File: src/rtl/dwrr_input_queues.sv
// dwrr_input_queues: per-requestor packet FIFOs that feed a DWRR arbiter and pop the granted queue.
//   clk, rst    clock and asynchronous active-high reset
//   push        per-queue write strobe; push_data slice i is the payload for queue i
//   full, reqs  per-queue full / non-empty status (reqs drives the arbiter request vector)
//   gnt         arbiter grant, expected one-hot or zero
//   out_valid   a dequeued packet is on out_data / out_id this cycle
//   ovf         sticky per-queue "push dropped because full"
//   gnt_err     sticky "grant was multi-hot or selected an empty queue"
module dwrr_input_queues #(
    parameter int NUM_REQS = 4,
    parameter int DWID     = 8,
    parameter int DEPTH    = 4,
    parameter int PTRWID   = $clog2(DEPTH),
    parameter int CNTWID   = $clog2(NUM_REQS)
) (
    input  logic                     clk,
    input  logic                     rst,
    input  logic [NUM_REQS-1:0]      push,
    input  logic [NUM_REQS*DWID-1:0] push_data,
    output logic [NUM_REQS-1:0]      full,
    output logic [NUM_REQS-1:0]      reqs,
    input  logic [NUM_REQS-1:0]      gnt,
    output logic                     out_valid,
    output logic [DWID-1:0]          out_data,
    output logic [CNTWID-1:0]        out_id,
    output logic [NUM_REQS-1:0]      ovf,
    output logic                     gnt_err
);
    localparam logic [PTRWID:0] FULL_CNT = (PTRWID+1)'(DEPTH);

    logic [DWID-1:0]     mem [NUM_REQS][DEPTH];
    logic [PTRWID-1:0]   wptr [NUM_REQS];
    logic [PTRWID-1:0]   rptr [NUM_REQS];
    logic [PTRWID:0]     cnt [NUM_REQS];
    logic                one_hot;
    logic                err;
    logic [NUM_REQS-1:0] wr;
    logic [NUM_REQS-1:0] pop;
    logic [CNTWID-1:0]   idx;
    logic [DWID-1:0]     rd_data;

    always_comb begin
        full = '0;
        reqs = '0;
        for (int i = 0; i < NUM_REQS; i++) begin
            full[i] = cnt[i] == FULL_CNT;
            reqs[i] = cnt[i] != '0;
        end
    end

    assign one_hot = (gnt != '0) && ((gnt & (gnt - NUM_REQS'(1))) == '0);
    // A pop needs a one-hot grant landing on a non-empty queue; anything else pops nothing.
    assign pop     = one_hot ? (gnt & reqs) : '0;
    assign err     = (gnt != '0) && (!one_hot || (gnt & ~reqs) != '0);
    // Fullness comes from the registered count, so a same-cycle pop never makes room.
    assign wr      = push & ~full;

    always_comb begin
        idx = '0;
        for (int i = 0; i < NUM_REQS; i++)
            if (pop[i]) idx = CNTWID'(i);
    end

    assign rd_data = mem[idx][rptr[idx]];

    // Payload storage carries no reset; only pointers and counts define validity.
    always_ff @(posedge clk) begin
        for (int i = 0; i < NUM_REQS; i++)
            if (wr[i]) mem[i][wptr[i]] <= push_data[i*DWID +: DWID];
    end

    always_ff @(posedge clk or posedge rst) begin
        if (rst) begin
            for (int i = 0; i < NUM_REQS; i++) begin
                wptr[i] <= '0;
                rptr[i] <= '0;
                cnt[i]  <= '0;
            end
            out_valid <= 1'b0;
            out_data  <= '0;
            out_id    <= '0;
            ovf       <= '0;
            gnt_err   <= 1'b0;
        end else begin
            for (int i = 0; i < NUM_REQS; i++) begin
                if (wr[i]) wptr[i] <= wptr[i] + PTRWID'(1);
                if (pop[i]) rptr[i] <= rptr[i] + PTRWID'(1);
                cnt[i] <= cnt[i] + (PTRWID+1)'(wr[i]) - (PTRWID+1)'(pop[i]);
            end
            out_valid <= |pop;
            if (|pop) begin
                out_data <= rd_data;
                out_id   <= idx;
            end
            ovf     <= ovf | (push & full);
            gnt_err <= gnt_err | err;
        end
    end
endmodule
File: config.mk
export PLATFORM = sky130hd
export DESIGN_NAME = dwrr_input_queues
export DESIGN_NICKNAME = d
export VERILOG_FILES = /design/src/rtl/dwrr_input_queues.sv
export SDC_FILE = /design/constraint.sdc
export NUM_CORES = 1
export LEC_CHECK = 0
export ABC_AREA = 1
export CORE_UTILIZATION = 53
export DETAILED_ROUTE_END_ITERATION = 6
export PLACE_DENSITY = 0.77
export SLEW_MARGIN = 20
export SYNTH_ARGS = -nofsm -noshare
export SYNTH_HDL_FRONTEND = slang
export SYNTH_SLANG_ARGS = --single-unit
File: constraint.sdc
create_clock -name clk -period 2.7 [get_ports clk]
set_clock_uncertainty 0.15 [all_clocks]
set_input_delay 0.54 -clock clk [delete_from_list [all_inputs] [get_ports clk]]
set_output_delay 0.54 -clock clk [all_outputs]
set_load 0.05 [all_outputs]
Yosys cells after proc, flatten, opt, wreduce, memory -nomap -nowiden

Memory sizes are Yosys's and may differ from the RTL's.
Cells that the tools add are included.

Add/sub/neg operators: 17
Magnitude comparators: 10
Equality and inequality tests: 4
Mux-type cells: 26
Bitwise logic cells: 15
Reductions and logical operators: 16

Operators by type and width:

| operator                                                                     | count |
|---|---|
| 32-bit two-way mux                                                           | 4 |
| 8-bit demux with 2-bit select                                                | 4 |
| 8-bit two-way mux                                                            | 6 |
| 4-bit bitwise AND                                                            | 5 |
| 3-bit >= comparator, second input constant                                   | 6 |
| 2-bit NOT with 3-bit output                                                  | 6 |
| 2-bit by 1-bit adder with 2-bit output, second input constant                | 8 |
| 8-bit binary-select mux with 2-bit select                                    | 1 |
| 3-bit by 1-bit adder with 3-bit output                                       | 4 |
| 3-bit equality test, second input constant                                   | 4 |
| 3-bit by 1-bit less-than comparator with 1-bit output, second input constant | 4 |
| 3-bit nonzero test                                                           | 4 |
| 3-bit by 1-bit subtractor with 3-bit output                                  | 4 |
| 2-bit two-way mux                                                            | 4 |
| 4-bit NOT                                                                    | 2 |
| 4-bit nonzero test                                                           | 2 |
| 1-bit logical AND                                                            | 6 |
| 1-bit two-way mux                                                            | 5 |
| 2-bit binary-select mux with 2-bit select                                    | 1 |
| 4-bit logical NOT                                                            | 1 |
| 4-bit two-way mux                                                            | 1 |
| 4-bit OR                                                                     | 1 |
| 4-bit OR reduction                                                           | 1 |
| 4-bit by 1-bit subtractor with 4-bit output, second input constant           | 1 |
| 3 further kinds                                                              | 3 |

Register bits after elaboration: 44
RAM bits: 128
Input port bits: 42
Output and inout port bits: 24
Memories kept: 1

Memories:

| name | words | bits a word | read ports | clocked after Yosys merged registers in | write ports | RTL line | RTL |
|---|---|---|---|---|---|---|---|
| mem  | 4     | 32          | 1          | 0                                       | 4           | 31       | `logic [DWID-1:0] mem [NUM_REQS][DEPTH];` |

Longest topological paths before layout

Gate-level depths: netlist of the first run.

Word-level depth: 16
Mapped depth: 16

Least setup slack after synthesis of the first run

Ideal clock, no wire load.

Path type: register to register
Start: reg cnt[0] in the netlist's numbering
End: reg cnt[2] in the netlist's numbering
Setup time: 122 ps
Arrival time: 2644 ps
Data required time: 2428 ps
Setup slack: -217 ps
Cell stages (with the launch flop): 13
Path buffers: 1
Period minus slack after synthesis: 2917 ps
Cell sequence: dfrtp_1 -> nor2_1 -> nand2_1 -> nand2_2 -> inv_2 -> nand2_1 -> clkbuf_1 -> inv_1 -> ha_1 -> inv_1 -> ha_1 -> fa_1 -> xnor2_1

Elaborated cells on any way between the ends: 8

RTL lines:

| element                                     | RTL line | RTL |
|---|---|---|
| from (decl)                                 | 34       | `logic [PTRWID:0] cnt [NUM_REQS];` |
| from (signal, indexed assignment)           | 88       | `cnt[i] <= cnt[i] + (PTRWID+1)'(wr[i]) - (PTRWID+1)'(pop[i]);` |
| 3-bit nonzero test                          | 47       | `reqs[i] = cnt[i] != '0;` |
| via reqs[3]                                 | 21       | `output logic [NUM_REQS-1:0] reqs,` |
| 4-bit bitwise AND                           | 53       | `assign pop = one_hot ? (gnt & reqs) : '0;` |
| 4-bit two-way mux                           | 53       |  |
| via pop[3]                                  | 38       | `logic [NUM_REQS-1:0] pop;` |
| 3-bit by 1-bit subtractor with 3-bit output | 88       |  |

The timed path passes the listed nets, and every way through them passes these cells.
A chain may end at the register's enable or synchronous reset.

Final worst setup path of the first run

Start: reg cnt[4] in the netlist's numbering
End: out reqs[2]

Word-level cells in the longest chain between the ends: 1

RTL lines:

| element            | RTL line |
|---|---|
| 3-bit nonzero test | 47 |
| to (decl)          | 21 |

No other way between the ends.

==> results of run 1 <==
-- worst paths after layout --
path | startpoint | to | slack (ns)
setup reg to reg | cnt[4] | cnt[5] | 0.30
hold reg to reg | ovf[0] | ovf[0] | 0.31
max in group asynchronous | rst | out_data[0] | 1.56
setup / recovery | cnt[4] | reqs[2] | 0.12
min in group asynchronous | rst | wptr[0] | 0.42
hold / removal | ovf[0] | ovf[0] | 0.31
-- logic make-up after synthesis --
group | count (synthesis)
DFF | 172
xor gates and xnor gates | 15
and+or+nand+nor | 412
buffers and inverters | 204
AOI/OAI and AO/OA | 17
adders and majority gates | 28
-- stage by stage --
| stage | total power, mW | hold slack [ns] | util [%] | instance area (µm²) |
|---|---|---|---|---|
| 6_report | 9.52 | 0.310 | 67.3 | 9930 |
| 5_1_grt | 10.1 | 0.333 | 67.3 | 9930 |
| 4_1_cts | 9.55 | 0.315 | 67.1 | 9900 |
| 3_5_place_dp | 7.31 | 0.296 | 63.4 | 9360 |
| 3_3_place_gp | 7.18 | 0.291 | 63.4 | 9360 |
| 2_1_floorplan | 6.15 | 0.292 | - | 8150 |
-- sequential cells by signal, summed over array words and instances (netlist names) --
signal,cells
out_data,8
out_id,2
out_valid,1
cnt,12
wptr,8
gnt_err,1
ovf,4
mem,128
rptr,8
-- worst reg2reg max path, cell delays in order (launching register included) --
cell and delay (ns):
dfrtp_1 0.42, nor3_1 0.27, nor2_1 0.10, nand2_1 0.09, inv_1 0.06, ha_1 0.26
inv_1 0.05, ha_1 0.13, inv_1 0.05, fa_1 0.41, xnor2_2 0.15, xor2_1 0.14
-- timing repair --
action                     CTS  global route
gates resized for setup      1            12
setup endpoints to repair    1             5
pin swaps                    0             1
-- Yosys cell counts, types with 2 or more instances --
cell type | instances | area [µm²]
inv_1 | 174 | 653
nor3_1 | 3 | 15.0
xor2_1 | 9 | 78.8
dfrtp_1 | 44 | 1100
buf_2 | 20 | 100
inv_2 | 4 | 15.0
nand2_2 | 4 | 25.0
o21ai_1 | 4 | 20.0
nand3b_1 | 8 | 60.1
ha_1 | 24 | 300
a31o_2 | 2 | 17.5
edfxtp_1 | 128 | 3840
nor2_1 | 41 | 154
nand2_1 | 256 | 961
clkbuf_1 | 3 | 11.3
fa_1 | 4 | 80.1
a21o_1 | 3 | 22.5
o21ai_4 | 2 | 32.5
nand3_1 | 96 | 480
xnor2_1 | 6 | 52.6
a21oi_1 | 5 | 25.0
buf_4 | 2 | 15.0
-- area by class of cell --
type | count | area, µm² | share of cell area (%)
Antenna cell | 1 | 2.50 | 0.0252
Timing Repair Buffer | 119 | 1140 | 11.4
Sequential cell | 172 | 4940 | 49.8
Tap cell | 184 | 230 | 2.32
Inverter | 178 | 668 | 6.73
Multi-Input combinational cell | 472 | 2410 | 24.3
Clock inverter | 13 | 103 | 1.03
Clock buffer | 19 | 433 | 4.36
-- per-layer routing --
metal,wire (µm),up-vias,share of wire [%],GRT usage [%]
met5,0,-,0,0
met4,415,0,2.4,8.93
met3,943,36,5.5,5.86
met2,8910,168,52,41.7
met1,7030,2729,41,28.6
li1,-,2866,-,-
-- report_power, final --
group	total [mW]	switching (mW)	leakage (nW)	internal, mW
clock network	2.25	0.995	0.257	1.25
logic	3.36	2.15	2.86	1.22
registers	3.90	0.313	1.68	3.59
==> flow_results.xml, run 1 <==
<?xml version="1.0" encoding="UTF-8"?>
<metrics>
  <group name="outcome">
    <metric name="outcome" unit="">completed</metric>
  </group>
  <group name="critical_path">
    <metric name="worstPathCellList" unit="">nor3_1, inv_1, clkdlybuf4s50_1</metric>
    <metric name="crit_path_end_kind" unit="">primary output</metric>
    <metric name="critical_path_top_delay_cell" unit="">clkdlybuf4s50_1</metric>
    <metric name="critical_path_peak_fanout" unit="">3</metric>
    <metric name="cp.depth" unit="">3</metric>
    <metric name="worstPathArrival" unit="ns">1.89</metric>
    <metric name="timing_worst_setup_path_type" unit="">flop to primary output</metric>
    <metric name="crit_path_start_kind" unit="">flop</metric>
    <metric name="critPathBufInv" unit="">2</metric>
    <metric name="critical-path-top-delay-family" unit="">buffers and inverters</metric>
    <metric name="critical_path_required" unit="ns">2.01</metric>
    <metric name="r2r_cells" unit="">11</metric>
    <metric name="cpPeakStageDelay" unit="ns">0.70</metric>
  </group>
  <group name="floorplan">
    <metric name="floorplan.die.width" unit="µm">126</metric>
    <metric name="floorplan.core_area" unit="µm²">14800</metric>
    <metric name="initial_utilization" unit="%">55.2</metric>
    <metric name="number_of_primary_i_o_pins" unit="">66</metric>
    <metric name="dieArea" unit="µm²">15900</metric>
    <metric name="core.rowCount" unit="">44</metric>
    <metric name="die-height" unit="µm">126</metric>
  </group>
  <group name="routing">
    <metric name="detail_route.first_pass.iterations" unit="">5</metric>
    <metric name="num_vias" unit="">5799</metric>
    <metric name="drt-vias-per-instance" unit="">5.01</metric>
    <metric name="route.detailed.drc" unit="">0</metric>
    <metric name="wl_per_cell" unit="µm">14.9</metric>
    <metric name="routed_wl" unit="µm">17300</metric>
    <metric name="drt_first_iter_violations" unit="">480</metric>
    <metric name="number_of_routed_nets_with_antenna_violations" unit="">0</metric>
  </group>
  <group name="yosys">
    <metric name="synth_nets" unit="">918</metric>
    <metric name="synth_seq_area_share" unit="%">60.7</metric>
    <metric name="number_of_enable_type_register_cells_in_the_synthesized_netlist" unit="">128</metric>
    <metric name="synth.distinct_cells" unit="">28</metric>
    <metric name="largest_family_of_logic_cells_by_synthesized_area" unit="">simple AND/OR/NAND/NOR gates</metric>
    <metric name="ys_async_sr_fraction" unit="%">25.6</metric>
    <metric name="muxShareOfSynthArea" unit="%">0</metric>
    <metric name="synth_area_per_cell" unit="µm²">9.60</metric>
    <metric name="synth_xor_area_share" unit="%">1.61</metric>
    <metric name="synth_flop_cell" unit="">edfxtp_1</metric>
    <metric name="synth-simple-area-share" unit="%">21.5</metric>
    <metric name="ys_seq_elements" unit="">172</metric>
    <metric name="synth-adder-area-share" unit="%">4.67</metric>
    <metric name="synth_compound_gate_area_share" unit="%">1.64</metric>
    <metric name="netlist_instances" unit="">848</metric>
    <metric name="post_synth_instance_area" unit="µm²">8140</metric>
    <metric name="synthesis.yosys.warnings" unit="">0</metric>
  </group>
  <group name="global_route">
    <metric name="overflow" unit="">0</metric>
    <metric name="grt_max_degree" unit="">45</metric>
    <metric name="wire_length_of_the_first_global_routing_pass" unit="µm">28200</metric>
    <metric name="first_global_vias" unit="">5653</metric>
    <metric name="antenna_found_initial" unit="">1</metric>
    <metric name="grt_use_total" unit="%">23.9</metric>
  </group>
  <group name="timing">
    <metric name="worst_slack" unit="ns">0.116</metric>
    <metric name="timing.max_slew.rel_slack" unit="%">60.0</metric>
    <metric name="report.final.setup_viol" unit="">0</metric>
    <metric name="max_freq" unit="MHz">387</metric>
    <metric name="final.min_clock_period" unit="ns">2.58</metric>
    <metric name="slew_violations" unit="">0</metric>
    <metric name="finalHoldViolations" unit="">0</metric>
    <metric name="worst_pin_slew" unit="ns">0.601</metric>
    <metric name="finalCritPeriodShare" unit="%">95.7</metric>
    <metric name="totalNegativeSetupSlack" unit="ns">0</metric>
    <metric name="setup_repair_after_global_routing_missed_its_margin" unit="">no</metric>
  </group>
  <group name="min_path">
    <metric name="min_delay_path_depth" unit="">1</metric>
    <metric name="timing.hold.worst.class" unit="">flop to flop</metric>
  </group>
  <group name="final_layout">
    <metric name="layout_commonest_cell" unit="">nand2_1</metric>
    <metric name="share_of_cells_above_drive_strength_1" unit="%">10.8</metric>
    <metric name="finish.net_count" unit="">1030</metric>
    <metric name="filler_cell_count" unit="">1132</metric>
    <metric name="final-instance-count-excl-fill" unit="">1158</metric>
    <metric name="area_growth" unit="%">22.0</metric>
    <metric name="final_cell_mix" unit="">nand2_1, inv_1, edfxtp_1</metric>
  </group>
  <group name="clock_network">
    <metric name="postCtsHoldBufs" unit="">0</metric>
    <metric name="clk_pin_slew" unit="ns">0.06</metric>
    <metric name="cts_num_sinks" unit="">172</metric>
    <metric name="cts_tree" unit="">built</metric>
    <metric name="clockRootBuffer" unit="">clkbuf_16</metric>
    <metric name="insertion_delay" unit="ns">0.44</metric>
    <metric name="cts_inserted_buffers" unit="">17</metric>
    <metric name="cts.htree.levels" unit="">4</metric>
    <metric name="post-cts-setup-buffer-count" unit="">0</metric>
    <metric name="clock_tree.buffer_depth" unit="">2</metric>
  </group>
  <group name="place">
    <metric name="place_worst_setup_slack" unit="ns">-0.353</metric>
    <metric name="place.gp.congestion" unit="">0.870</metric>
    <metric name="post-dp-hpwl" unit="µm">12400</metric>
    <metric name="dp_cells" unit="">1125</metric>
    <metric name="number_of_i_o_port_buffers" unit="">65</metric>
  </group>
  <group name="run">
    <metric name="drv_cap" unit="">0</metric>
  </group>
  <group name="pwr">
    <metric name="pwr_density_cell" unit="nW/µm²">958</metric>
    <metric name="power.static_leakage" unit="nW">4.79</metric>
    <metric name="max-vdd-ir-drop" unit="mV">0.632</metric>
  </group>
</metrics>
Power figures use the tool's default switching activity.
==> inputs of run 2 (changes only) <==
- CORE_UTILIZATION: 53 -> 51
- PLACE_DENSITY: 0.77 -> 0.74
==> run 2 against run 1 <==
Non-clock buffer count up 1. Die area up 3.9%. Count of clock-buffer cells in the layout up 2. Register-to-register slack better by 0.08 ns. Sequential power about the same. Fmax down 0.72%. Cell count up 2.2%. Critical path depth unchanged. Hold slack worse by 0.012 ns. Core utilization down 2.2 points. Clock power up 2%. Worst setup slack worse by 0.019 ns.
==> flow_results.xml, run 2 (synthesis results as in run 1) <==
<?xml version="1.0" encoding="UTF-8"?>
<metrics>
  <group name="pwr">
    <metric name="internal-power" unit="mW">6.15</metric>
    <metric name="report.power.total" unit="mW">9.52</metric>
    <metric name="power_share_of_the_sequential_group" unit="%">41.0</metric>
    <metric name="total_switching_power" unit="mW">3.37</metric>
    <metric name="max-vdd-ir-drop" unit="mV">0.599</metric>
    <metric name="pwr_density_cell" unit="nW/µm²">951</metric>
    <metric name="comb_power_share" unit="%">35.0</metric>
    <metric name="power.static_leakage" unit="nW">4.79</metric>
    <metric name="clock_network_fraction_of_design_power" unit="%">24.0</metric>
    <metric name="netSwitchingFraction" unit="%">35.4</metric>
  </group>
  <group name="final_layout">
    <metric name="number_of_flip_flops_under_the_largest_register_name" unit="">128</metric>
    <metric name="diodes" unit="">0</metric>
    <metric name="final-instance-count-excl-fill" unit="">1184</metric>
    <metric name="postLayoutCoreUtil" unit="%">65.1</metric>
    <metric name="regArea" unit="µm²">4940</metric>
    <metric name="final_cell_mix" unit="">nand2_1, inv_1, edfxtp_1</metric>
    <metric name="layout_commonest_cell" unit="">nand2_1</metric>
    <metric name="share_of_cells_above_drive_strength_1" unit="%">10.4</metric>
    <metric name="final_design_area_no_fill" unit="µm²">10000</metric>
    <metric name="finish.net_count" unit="">1031</metric>
    <metric name="filler_cell_count" unit="">1223</metric>
    <metric name="multi_input_comb_area" unit="µm²">2400</metric>
    <metric name="area_growth" unit="%">22.9</metric>
  </group>
  <group name="timing">
    <metric name="finalHoldViolations" unit="">0</metric>
    <metric name="report.final.setup_viol" unit="">0</metric>
    <metric name="totalNegativeSetupSlack" unit="ns">0</metric>
    <metric name="final.hold.worst_slack" unit="ns">0.298</metric>
    <metric name="timing.max_slew.rel_slack" unit="%">66.2</metric>
    <metric name="max_freq" unit="MHz">384</metric>
    <metric name="worst_pin_slew" unit="ns">0.505</metric>
    <metric name="final.min_clock_period" unit="ns">2.60</metric>
    <metric name="slew_violations" unit="">0</metric>
    <metric name="worst_slack" unit="ns">0.0971</metric>
    <metric name="finalCritPeriodShare" unit="%">96.4</metric>
    <metric name="setup_repair_after_global_routing_missed_its_margin" unit="">no</metric>
  </group>
  <group name="run">
    <metric name="drv_cap" unit="">0</metric>
  </group>
  <group name="critical_path">
    <metric name="worstPathArrival" unit="ns">1.91</metric>
    <metric name="crit_path_start_kind" unit="">flop</metric>
    <metric name="critical_path_required" unit="ns">2.01</metric>
    <metric name="timing_worst_setup_path_type" unit="">flop to primary output</metric>
    <metric name="crit_path_end_kind" unit="">primary output</metric>
    <metric name="critical_path_peak_fanout" unit="">4</metric>
  </group>
  <group name="place">
    <metric name="post-dp-hpwl" unit="µm">11900</metric>
    <metric name="place.gp.congestion" unit="">0.862</metric>
    <metric name="number_of_i_o_port_buffers" unit="">65</metric>
    <metric name="dp_cells" unit="">1153</metric>
    <metric name="place_worst_setup_slack" unit="ns">-0.300</metric>
    <metric name="placed_area" unit="µm²">9450</metric>
  </group>
  <group name="clock_network">
    <metric name="insertion_delay" unit="ns">0.43</metric>
    <metric name="clk_pin_slew" unit="ns">0.06</metric>
    <metric name="post-cts-setup-buffer-count" unit="">0</metric>
    <metric name="cts_inserted_buffers" unit="">17</metric>
    <metric name="cts_num_sinks" unit="">172</metric>
    <metric name="clock_tree.buffer_depth" unit="">2</metric>
    <metric name="cts_tree" unit="">built</metric>
    <metric name="cts.htree.levels" unit="">4</metric>
    <metric name="clockRootBuffer" unit="">clkbuf_16</metric>
  </group>
  <group name="min_path">
    <metric name="timing.hold.worst.class" unit="">primary input to asynchronous set/reset pin</metric>
  </group>
  <group name="global_route">
    <metric name="grt_use_total" unit="%">22.6</metric>
    <metric name="first_global_vias" unit="">5586</metric>
    <metric name="overflow" unit="">0</metric>
    <metric name="wire_length_of_the_first_global_routing_pass" unit="µm">27500</metric>
    <metric name="grt_max_degree" unit="">34</metric>
    <metric name="antenna_found_initial" unit="">0</metric>
  </group>
  <group name="floorplan">
    <metric name="number_of_primary_i_o_pins" unit="">66</metric>
    <metric name="core.rowCount" unit="">45</metric>
    <metric name="initial_utilization" unit="%">53.0</metric>
    <metric name="floorplan.die.width" unit="µm">128</metric>
    <metric name="dieArea" unit="µm²">16500</metric>
    <metric name="die-height" unit="µm">128</metric>
    <metric name="floorplan.core_area" unit="µm²">15400</metric>
  </group>
  <group name="routing">
    <metric name="num_vias" unit="">5625</metric>
    <metric name="drt_first_iter_violations" unit="">404</metric>
    <metric name="route.detailed.drc" unit="">0</metric>
    <metric name="number_of_routed_nets_with_antenna_violations" unit="">0</metric>
    <metric name="drt-vias-per-instance" unit="">4.75</metric>
    <metric name="wl_met3" unit="µm">672</metric>
    <metric name="wl_met1" unit="µm">7070</metric>
    <metric name="wl_per_cell" unit="µm">13.9</metric>
    <metric name="routed.top_layer" unit="">met4</metric>
    <metric name="dr_wl_met2" unit="µm">8160</metric>
    <metric name="routed_wl" unit="µm">16400</metric>
    <metric name="detail_route.first_pass.iterations" unit="">5</metric>
  </group>
  <group name="outcome">
    <metric name="outcome" unit="">completed</metric>
  </group>
</metrics>
## run 2: changes by cell type in the layout (fill, tap and decap cells not counted), sizes merged
| cell | delta |
|---|---|
| dlymetal6s2s | -4 |
| buf | +1 |
| clkinvlp | -2 |
| clkinv | -2 |
| clkdlybuf4s50 | +4 |
| diode | -1 |
| bufinv | +1 |
| clkbuf | +2 |
## run 2: cell type report
type	instances	share of cell area (%)
Clock inverter	10	1.00
Sequential cell	172	49.4
Timing Repair Buffer	120	11.8
Clock buffer	21	4.40
Multi-Input combinational cell	472	24.0
Inverter	178	6.68
Tap cell	211	2.64
## run 2: repair_timing
action	CTS	global route
endpoints found under the setup margin	1	6
resized for setup	1	6
hold buffers	0	0
gates cloned	0	0
## run 2: power by group through the flow
stage / Combinational (mW) / Sequential [mW] / Clock, mW
floorplan: 1.93 / 4.22 / 0
global placement: 3.28 / 3.93 / 0
detailed placement: 3.34 / 3.95 / 0
CTS: 3.36 / 3.91 / 2.32
global route: 3.77 / 3.97 / 2.43
finish: 3.33 / 3.90 / 2.29
## run 2: worst paths after layout
| kind | start | endpoint | slack [ns] | depth (start not counted) |
|---|---|---|---|---|
| max | cnt[9] | reqs[0] | 0.1 | 3 |
| min | rst | ovf[2] | 0.30 | 2 |
| max reg2reg | cnt[3] | cnt[5] | 0.38 | 11 |
| min reg2reg | ovf[0] | ovf[0] | 0.31 | 1 |
| max in group asynchronous | rst | out_data[5] | 1.53 | 3 |
| min in group clk | ovf[0] | ovf[0] | 0.31 | 1 |
## run 2: routing by layer
metal	GRT usage, %	vias to the layer above
met3	4.95	35
met5	0	-
met2	37.7	133
met1	27.7	2594
li1	-	2863
met4	11.6	0
## run 2: critical path: stages (launching register included)
cell	delay [ns]
dfrtp_1	0.41
nor3_1	0.29
inv_1	0.08
clkdlybuf4s50_1	0.71
==> inputs of run 3 (changes only) <==
- CAP_MARGIN: not set -> 25
==> results of run 3 <==
No change in the layout: final DEF, timing and power equal those of run 2.
